[src/rtl/joy_serial_multi.sv]
// Serial pad-chain reader: parallel-loads the pads, shifts PLAYERS*BITS bits LSB-first on a divided tick, then commits them all at once.
// joystick/frame_done update one clk after the final SHIFT_LO tick; enable only gates new frames, never a frame already running.
module joy_serial_multi #(
  parameter int PLAYERS = 2,
  parameter int BITS    = 12,
  parameter int DIV     = 25,
  parameter int GAP     = 64
) (
  input  logic                    clk,
  input  logic                    reset_n,
  input  logic                    enable,
  input  logic                    joy_data,
  output logic                    joy_clk,
  output logic                    joy_load,
  output logic [PLAYERS*16-1:0]   joystick,
  output logic                    frame_done
);

  localparam int NBITS = PLAYERS * BITS;
  localparam int DW    = (DIV > 1) ? $clog2(DIV) : 1;

  typedef enum logic [2:0] {
    S_IDLE, S_LOAD, S_SHIFT_LO, S_SHIFT_HI, S_COMMIT, S_GAP
  } state_t;

  state_t               state, state_n;
  logic [DW-1:0]        div_cnt;
  logic                 tick;
  logic [6:0]           bit_cnt, bit_n;
  logic [11:0]          gap_cnt, gap_n;
  logic [NBITS-1:0]     shreg, sh_n;
  logic [PLAYERS*16-1:0] joy_n;
  logic                 clk_n, load_n, done_n;

  assign tick = (div_cnt == DW'(DIV - 1));

  always_ff @(posedge clk) begin
    if (!reset_n)  div_cnt <= '0;
    else if (tick) div_cnt <= '0;
    else           div_cnt <= div_cnt + 1'b1;
  end

  always_ff @(posedge clk) begin
    if (!reset_n) begin
      state      <= S_IDLE;
      joy_clk    <= 1'b1;
      joy_load   <= 1'b1;
      bit_cnt    <= '0;
      gap_cnt    <= '0;
      shreg      <= '0;
      joystick   <= '0;
      frame_done <= 1'b0;
    end else begin
      state      <= state_n;
      joy_clk    <= clk_n;
      joy_load   <= load_n;
      bit_cnt    <= bit_n;
      gap_cnt    <= gap_n;
      shreg      <= sh_n;
      joystick   <= joy_n;
      frame_done <= done_n;
    end
  end

  always_comb begin
    state_n = state;
    clk_n   = joy_clk;
    load_n  = joy_load;
    bit_n   = bit_cnt;
    gap_n   = gap_cnt;
    sh_n    = shreg;
    joy_n   = joystick;
    done_n  = 1'b0;
    case (state)
      S_IDLE: begin
        if (tick && enable) begin
          load_n  = 1'b0;
          state_n = S_LOAD;
        end
      end
      S_LOAD: begin
        if (tick) begin
          load_n  = 1'b1;
          bit_n   = '0;
          state_n = S_SHIFT_HI;
        end
      end
      S_SHIFT_HI: begin
        // new bit enters at the top so the first sample ends up at bit 0
        if (tick) begin
          sh_n    = {~joy_data, shreg[NBITS-1:1]};
          clk_n   = 1'b0;
          state_n = S_SHIFT_LO;
        end
      end
      S_SHIFT_LO: begin
        if (tick) begin
          clk_n   = 1'b1;
          bit_n   = bit_cnt + 7'd1;
          state_n = (bit_n == 7'(NBITS)) ? S_COMMIT : S_SHIFT_HI;
        end
      end
      S_COMMIT: begin
        joy_n = '0;
        for (int p = 0; p < PLAYERS; p++)
          joy_n[16*p +: BITS] = shreg[p*BITS +: BITS];
        done_n  = 1'b1;
        gap_n   = '0;
        state_n = S_GAP;
      end
      S_GAP: begin
        if (tick) begin
          if (gap_cnt == 12'(GAP)) state_n = S_IDLE;
          else                     gap_n   = gap_cnt + 12'd1;
        end
      end
      default: state_n = S_IDLE;
    endcase
  end

endmodule

[config.mk]
export PLATFORM = sky130hd
export DESIGN_NAME = joy_serial_multi
export DESIGN_NICKNAME = d
export VERILOG_FILES = /design/src/rtl/joy_serial_multi.sv
export SDC_FILE = /design/constraint.sdc
export NUM_CORES = 1
export LEC_CHECK = 0
export BUFFER_PORTS_ARGS = -buffer_cell sky130_fd_sc_hd__buf_4
export CAP_MARGIN = 20
export CORE_MARGIN = 2
export CORE_UTILIZATION = 30
export CTS_CLUSTER_SIZE = 25
export DETAILED_ROUTE_END_ITERATION = 12
export MAX_ROUTING_LAYER = met4
export PLACE_DENSITY = 0.59
export SYNTH_ARGS = -nofsm -noshare
export SYNTH_HDL_FRONTEND = slang
export SYNTH_SLANG_ARGS = --single-unit
[constraint.sdc]
create_clock -name clk -period 2.3 [get_ports clk]
set_input_delay 0.46 -clock clk [delete_from_list [all_inputs] [get_ports clk]]
set_output_delay 0.46 -clock clk [all_outputs]
set_load 0.02 [all_outputs]
==> metrics.md, run 1 <==
| Metric | Value |
|---|---|
| Mux contribution to synthesized area | `0.0122` |
| Post-CTS Resized | `0` |
| Fmax | `532 MHz` |
| # H-tree levels | `3` |
| Placeable Area | `0.0109 mm^2` |
| DIE WIDTH | `110 um` |
| Fraction of layout cells with a size suffix above 1 | `0.132` |
| Final net count | `453` |
| Vias | `2,908` |
| Syn. warnings | `0` |
| Drt pass-1 iters | `4` |
| ANT nets after route | `0` |
| Root buffer cell | `clkbuf_16` |
| Xor/xnor share of the synthesized area | `0.00774` |
| Count leader, synth | `nand2_1` |
| Simple-Gate Fraction of Synth Area | `0.259` |
| Drt drc | `0` |
| Synth-to-Final Area Change | `19.7%` |
| Slew Limit Fails | `0` |
| Synthesized area | `0.00340 mm^2` |
| Worst hold path class | `input pin to flop` |
| Prevailing post-synth register cell | `dfxtp_1` |
| PD cells | `723 mW/mm^2` |
| Status | `finished clean` |
| I/O Pins | `39` |
| Seq/Total Area, Yosys | `0.460` |
| Skew final | `0.00675 ns` |
| Setup violations, final | `0` |
| Num Clock Sinks | `78` |
| CTS Hold Bufs | `0` |
| FP Rows | `38` |
| Slew HR | `0.613` |
| CTS buffer count | `9` |
| Max-cap viol count | `0` |
| Crit Path Max Fanout | `8` |
| Clock latency at the later pin of the worst-skew pair | `0.33 ns` |
| Min cycle time layout | `1.88 ns` |
| Critical path type | `flop to flop` |
| CTS tree | `yes` |
| DRT Wirelength | `7100 um` |
| Clock Path Buffers | `2` |
| Final worst path period share | `0.817` |
| Final Instance Area | `0.00407 mm^2` |
| Largest family of logic cells by synthesized area | `simple AND/OR/NAND/NOR gates` |
| Synth area leaders | `dfxtp_1, nand2_1, o21ai_0` |
| Initial antenna violation count | `0` |
| Compound-Gate Fraction of Synth Area | `0.180` |
| Vias in the first global route | `2,586` |
| Port Buffers | `30` |
| Gr usage total | `0.131` |
| Synth Area in Adders | `0.0184` |
| Leakage | `1.40 nW` |
| CP bufs+invs | `1` |
| Largest net degree at the start of global routing | `66` |
| Slowest Stage Delay on Critical Path | `0.53 ns` |
| Worst setup SP type | `flop` |
| Ys async rst share | `0` |
| Pin slew with the least headroom to its limit | `0.578 ns` |
| EDFF count, synth | `0` |
| Slowest-stage cell, CP | `a2111o_1` |
| Synth Register Bits | `78` |
| # diodes | `0` |
| Setup_tns | `0 ns` |
| Post-CTS setup buffer count | `0` |
| Initial core utilization | `0.311` |
| GR Overflow Total | `0` |
| Area leader, netlist | `dfxtp_1` |
| Crit. End Element | `flop` |
| First-pass GRT wire length | `12,100 um` |
| Final count of hold timing violations | `0` |
| Avg Inst Size Synth | `8.01 um^2` |
| Delay-heaviest family, CP | `compound AO/OA/AOI/OAI gates` |
| Peak VDD IR | `414 uV` |
| Placed wire-length estimate | `4730 um` |
| Library cells used by synthesis | `51` |
| Worst path cell trace | `inv_1 > ha_1 > nand4b_4 > a2111o_1 > or3_1 > a21oi_1` |
| Initial DRC count | `120` |
| Area after DPL | `0.00375 mm^2` |
| RSZ-0062 raised after global routing | `no` |
| Crit path DAT | `2.14 ns` |
| WP data required | `2.56 ns` |
| DR vias/cell | `4.95` |
| Post-DR wirelength/cell | `12.1 um` |
| Die area | `0.0122 mm^2` |
| Post-synth top area share | `0.460` |
| Cells after Synth | `424` |
| Reg clk slew, reported paths | `0.06 ns` |
| Gpl congestion | `0.865` |
| Die H | `110 um` |
| Post-synth top cells | `nand2_1, dfxtp_1, o21ai_0` |
## registers in the layout, summed over array words and instances (netlist names)
register	flops
frame_done	1
bit_cnt	7
gap_cnt	12
joystick	24
joy_load	1
shreg	24
joy_clk	1
state	3
div_cnt	5
## final timing paths
check                    from     endpoint  slack (ns)  cells after the start
hold reg to reg   joystick[1]  joystick[1]        0.45                      2
setup reg to reg   div_cnt[0]  gap_cnt[11]        0.42                      6
setup / recovery   div_cnt[0]  gap_cnt[11]        0.42                      6
hold / removal       joy_data    shreg[23]        0.31                      2
## per-layer routing
metal	track usage	up-vias	routed length, um
li1	-	1516	-
met1	0.171	1331	3530
met2	0.190	52	3180
met3	0.0317	9	270
met4	0.0607	0	119
met5	-	-	0
## layout make-up
type / instances / area [um^2]
clock buffers: 9 / 225
fillers: 1168 / 6870
multi-input cells: 307 / 1660
clock inverters: 6 / 86.3
inverters: 10 / 37.5
well taps: 140 / 175
flip-flops and latches: 78 / 1560
repair buffers: 38 / 323
## where the power goes
group	total [mW]	internal, mW	switching [mW]
clock	1.49	0.943	0.544
sequential	1.37	1.36	0.0109
combinational	0.0814	0.0249	0.0565
total	2.94	2.33	0.611
## cell families (layout without fill, tap and decap cells)
kind of cell,after synthesis,in the layout
buf+inv,46,63
fa+ha+maj,5,5
simple gates,182,182
xor+xnor,3,3
compound gates,105,105
mux,4,4
flops,78,78
other cells,1,8
## cells in the final DEF (no fill, tap or decap), types with 5 or more instances in the layout
cell	Yosys	routed
nand2_1	89	89
dfxtp_1	78	78
o21ai_0	40	40
nand3_1	38	38
a21oi_1	36	36
buf_4	8	35
nor2_1	10	10
inv_1	9	9
clkbuf_16	0	9
conb_1	1	8
nor2b_1	7	7
nor3_1	7	6
or3_1	6	6
nand4_1	5	5
ha_1	5	5
## per-stage QoR
| step | worst slack, ns | instances | util | power (mW) | hold WS (ns) |
|---|---|---|---|---|---|
| 6_report | 0.422 | 588 | 0.372 | 2.94 | 0.309 |
| 2_1_floorplan | 0.550 | 431 | - | 1.47 | 0.430 |
| 3_5_place_dp | 0.438 | 573 | 0.343 | 1.48 | 0.446 |
| 4_1_cts | 0.405 | 588 | 0.372 | 2.98 | 0.301 |
| 3_3_place_gp | 0.484 | 573 | 0.343 | 1.48 | 0.445 |
| 5_1_grt | 0.294 | 588 | 0.372 | 3.04 | 0.302 |
(Power assumes the default switching activity.)
==> inputs of run 2 (changes only) <==
Settings changed: PLACE_DENSITY 0.59 to 0.6.
Clock period 2.3 ns to 1.7 ns, I/O delays scaled along.
==> run 2 against run 1 <==
  * Sequential power is 36% higher
  * Total power is 41% higher
  * Core utilization is 1.6 points higher
  * Via count increased by 3.1%
  * Wire length grew 6.3%
  * Maximum frequency is 14% higher
  * Clock power rose by 46%
  * Combinational power grew 56%
  * Largest power group unchanged
==> metrics.md, run 2 (same netlist as run 1, synthesis figures left out) <==
| Metric | Value |
|---|---|
| Final Instance Area | `0.00424 mm^2 (was 0.00407 mm^2)` |
| Internal power | `3.31 mW (was 2.33 mW)` |
| Placed instance count | `588 (was 573)` |
| Status | `finished clean (unchanged)` |
| Initial antenna violation count | `0 (unchanged)` |
| RSZ-0062 raised after global routing | `yes (was no)` |
| Worst path cell trace | `inv_2 > ha_4 > nand4b_4 > a2111o_1 > or3_1 > a21oi_1 (was inv_1 > ha_1 > nand4b_4 > a2111o_1 > or3_1 > a21oi_1)` |
| Clock latency at the later pin of the worst-skew pair | `0.33 ns (about the same)` |
| Placed wire-length estimate | `5040 um (was 4730 um)` |
| Drt pass-1 iters | `4 (unchanged)` |
| Final worst path period share | `0.971 (was 0.817)` |
| Fmax | `606 MHz (was 532 MHz)` |
| Fraction of layout cells with a size suffix above 1 | `0.181 (was 0.132)` |
| Crit path DAT | `1.90 ns (was 2.14 ns)` |
| DR WL met3 | `280 um (was 270 um)` |
| Setup_tns | `0 ns (unchanged)` |
| Largest net degree at the start of global routing | `33 (was 66)` |
| Register share of total power | `0.447 (was 0.466)` |
| Min cycle time layout | `1.65 ns (was 1.88 ns)` |
| Die H | `110 um (unchanged)` |
| FP Rows | `38 (unchanged)` |
| Initial DRC count | `174 (was 120)` |
| Most frequent cells in the layout | `nand2_1, dfxtp_1, buf_4 (was nand2_1, dfxtp_1, o21ai_0)` |
| Combinational Power Share | `0.031 (was 0.028)` |
| Delay-heaviest family, CP | `compound AO/OA/AOI/OAI gates (unchanged)` |
| Most common cell after layout, fill and taps aside | `nand2_1 (unchanged)` |
| # diodes | `0 (unchanged)` |
| Switch Pwr | `0.842 mW (was 0.611 mW)` |
| Leakage | `1.49 nW (was 1.40 nW)` |
| Port Buffers | `30 (unchanged)` |
| Met2 wire len | `3620 um (was 3180 um)` |
| Root buffer cell | `clkbuf_16 (unchanged)` |
| Die area | `0.0122 mm^2 (unchanged)` |
| CTS buffer count | `9 (unchanged)` |
| # H-tree levels | `3 (unchanged)` |
| Layout Cells excl Fill | `604 (was 588)` |
| Skew final | `0.00821 ns (was 0.00675 ns)` |
| Num Clock Sinks | `78 (unchanged)` |
| CP bufs+invs | `1 (unchanged)` |
| Highest Signal Layer | `met4 (unchanged)` |
| Initial core utilization | `0.311 (unchanged)` |
| Max-cap viol count | `0 (unchanged)` |
| Crit Path Max Fanout | `5 (was 8)` |
| I/O Pins | `39 (unchanged)` |
| Slew Limit Fails | `0 (unchanged)` |
| Gpl congestion | `0.814 (was 0.865)` |
| GR Overflow Total | `0 (unchanged)` |
| Switching share of power | `0.203 (was 0.208)` |
| Area after DPL | `0.00387 mm^2 (was 0.00375 mm^2)` |
| Vias in the first global route | `2,794 (was 2,586)` |
| DIE WIDTH | `110 um (unchanged)` |
| Final net count | `469 (was 453)` |
| Clock Path Buffers | `2 (unchanged)` |
| Clock share of power | `0.523 (was 0.506)` |
| Metal1 wirelength | `3580 um (was 3530 um)` |
| DR vias/cell | `4.97 (was 4.95)` |
| Biggest registers after layout | `joystick x24, shreg x24, gap_cnt x12 (unchanged)` |
| Worst setup SP type | `flop (unchanged)` |
| Reg clk slew, reported paths | `0.06 ns (about the same)` |
| Synth-to-Final Area Change | `24.8% (was 19.7%)` |
| CTS Hold Bufs | `0 (unchanged)` |
| DRT Wirelength | `7550 um (was 7100 um)` |
| Slowest Stage Delay on Critical Path | `0.45 ns (was 0.53 ns)` |
| Setup violations, final | `0 (unchanged)` |
| ANT nets after route | `0 (unchanged)` |
| Peak VDD IR | `455 uV (was 414 uV)` |
| PD cells | `980 mW/mm^2 (was 723 mW/mm^2)` |
| WP data required | `1.95 ns (was 2.56 ns)` |
| Gr usage total | `0.135 (was 0.131)` |
| First-pass GRT wire length | `12,800 um (was 12,100 um)` |
| Post-DR wirelength/cell | `12.5 um (was 12.1 um)` |
| Utilization after layout | `0.387 (was 0.372)` |
| CTS tree | `yes (unchanged)` |
| Vias | `2,999 (was 2,908)` |
| Drt drc | `0 (unchanged)` |
| Worst hold path class | `input pin to flop (unchanged)` |
| Crit. End Element | `flop (unchanged)` |
| Final count of hold timing violations | `0 (unchanged)` |
| Critical path type | `flop to flop (unchanged)` |
| Placeable Area | `0.0109 mm^2 (unchanged)` |
| Slowest-stage cell, CP | `a2111o_1 (unchanged)` |
[run 2: through the flow]
stage | hold WS (ns) | setup WS [ns] | power [mW]
finish | 0.194 | 0.0489 | 4.15
global route | 0.182 | -0.0316 | 4.30
detailed placement | 0.448 | 0.000674 | 2.01
global placement | 0.446 | 0.0469 | 2.01
CTS | 0.188 | 0.0000329 | 4.20
floorplan | 0.430 | 0.00650 | 1.99
[run 2: area by class of cell]
cell class / count / area, um^2
well taps: 140 / 175
clock inverters: 6 / 111
repair buffers: 54 / 443
multi-input cells: 307 / 1680
fillers: 1138 / 6700
clock buffers: 9 / 225
flip-flops and latches: 78 / 1570
inverters: 10 / 37.5
[run 2: power by group through the flow]
| stage | sequential (mW) | clock, mW | combinational (mW) |
|---|---|---|---|
| 6_report | 1.86 | 2.17 | 0.127 |
| 5_1_grt | 1.86 | 2.31 | 0.141 |
| 4_1_cts | 1.86 | 2.22 | 0.123 |
| 3_5_place_dp | 1.90 | 0 | 0.117 |
| 3_3_place_gp | 1.89 | 0 | 0.115 |
| 2_1_floorplan | 1.89 | 0 | 0.0967 |
[run 2: timing repair]
action                                  in CTS  in global routing
setup buffers                                0                  1
endpoints found under the hold margin        0                  0
gates resized for setup                      5                  4
pin swaps                                    2                  2
endpoints found under the setup margin       4                  7
[run 2: per-layer routing]
metal	vias to the layer above	global-route usage
li1	1540	-
met1	1403	0.169
met2	51	0.216
met3	5	0.0323
met4	0	0.0446
met5	-	-
[run 2: final timing paths]
kind | end | depth (start not counted) | slack, ns | from
hold / removal | shreg[23] | 2 | 0.19 | joy_data
setup / recovery | gap_cnt[9] | 6 | 0.05 | div_cnt[0]
setup reg to reg | gap_cnt[9] | 6 | 0.05 | div_cnt[0]
hold reg to reg | joystick[5] | 2 | 0.45 | joystick[5]
[run 2: worst reg2reg max path, cell delays in order (launching register included)]
cell      delay, ns
dfxtp_2        0.32
inv_2          0.06
ha_4           0.15
nand4b_4       0.11
a2111o_1       0.45
or3_1          0.32
a21oi_1        0.16
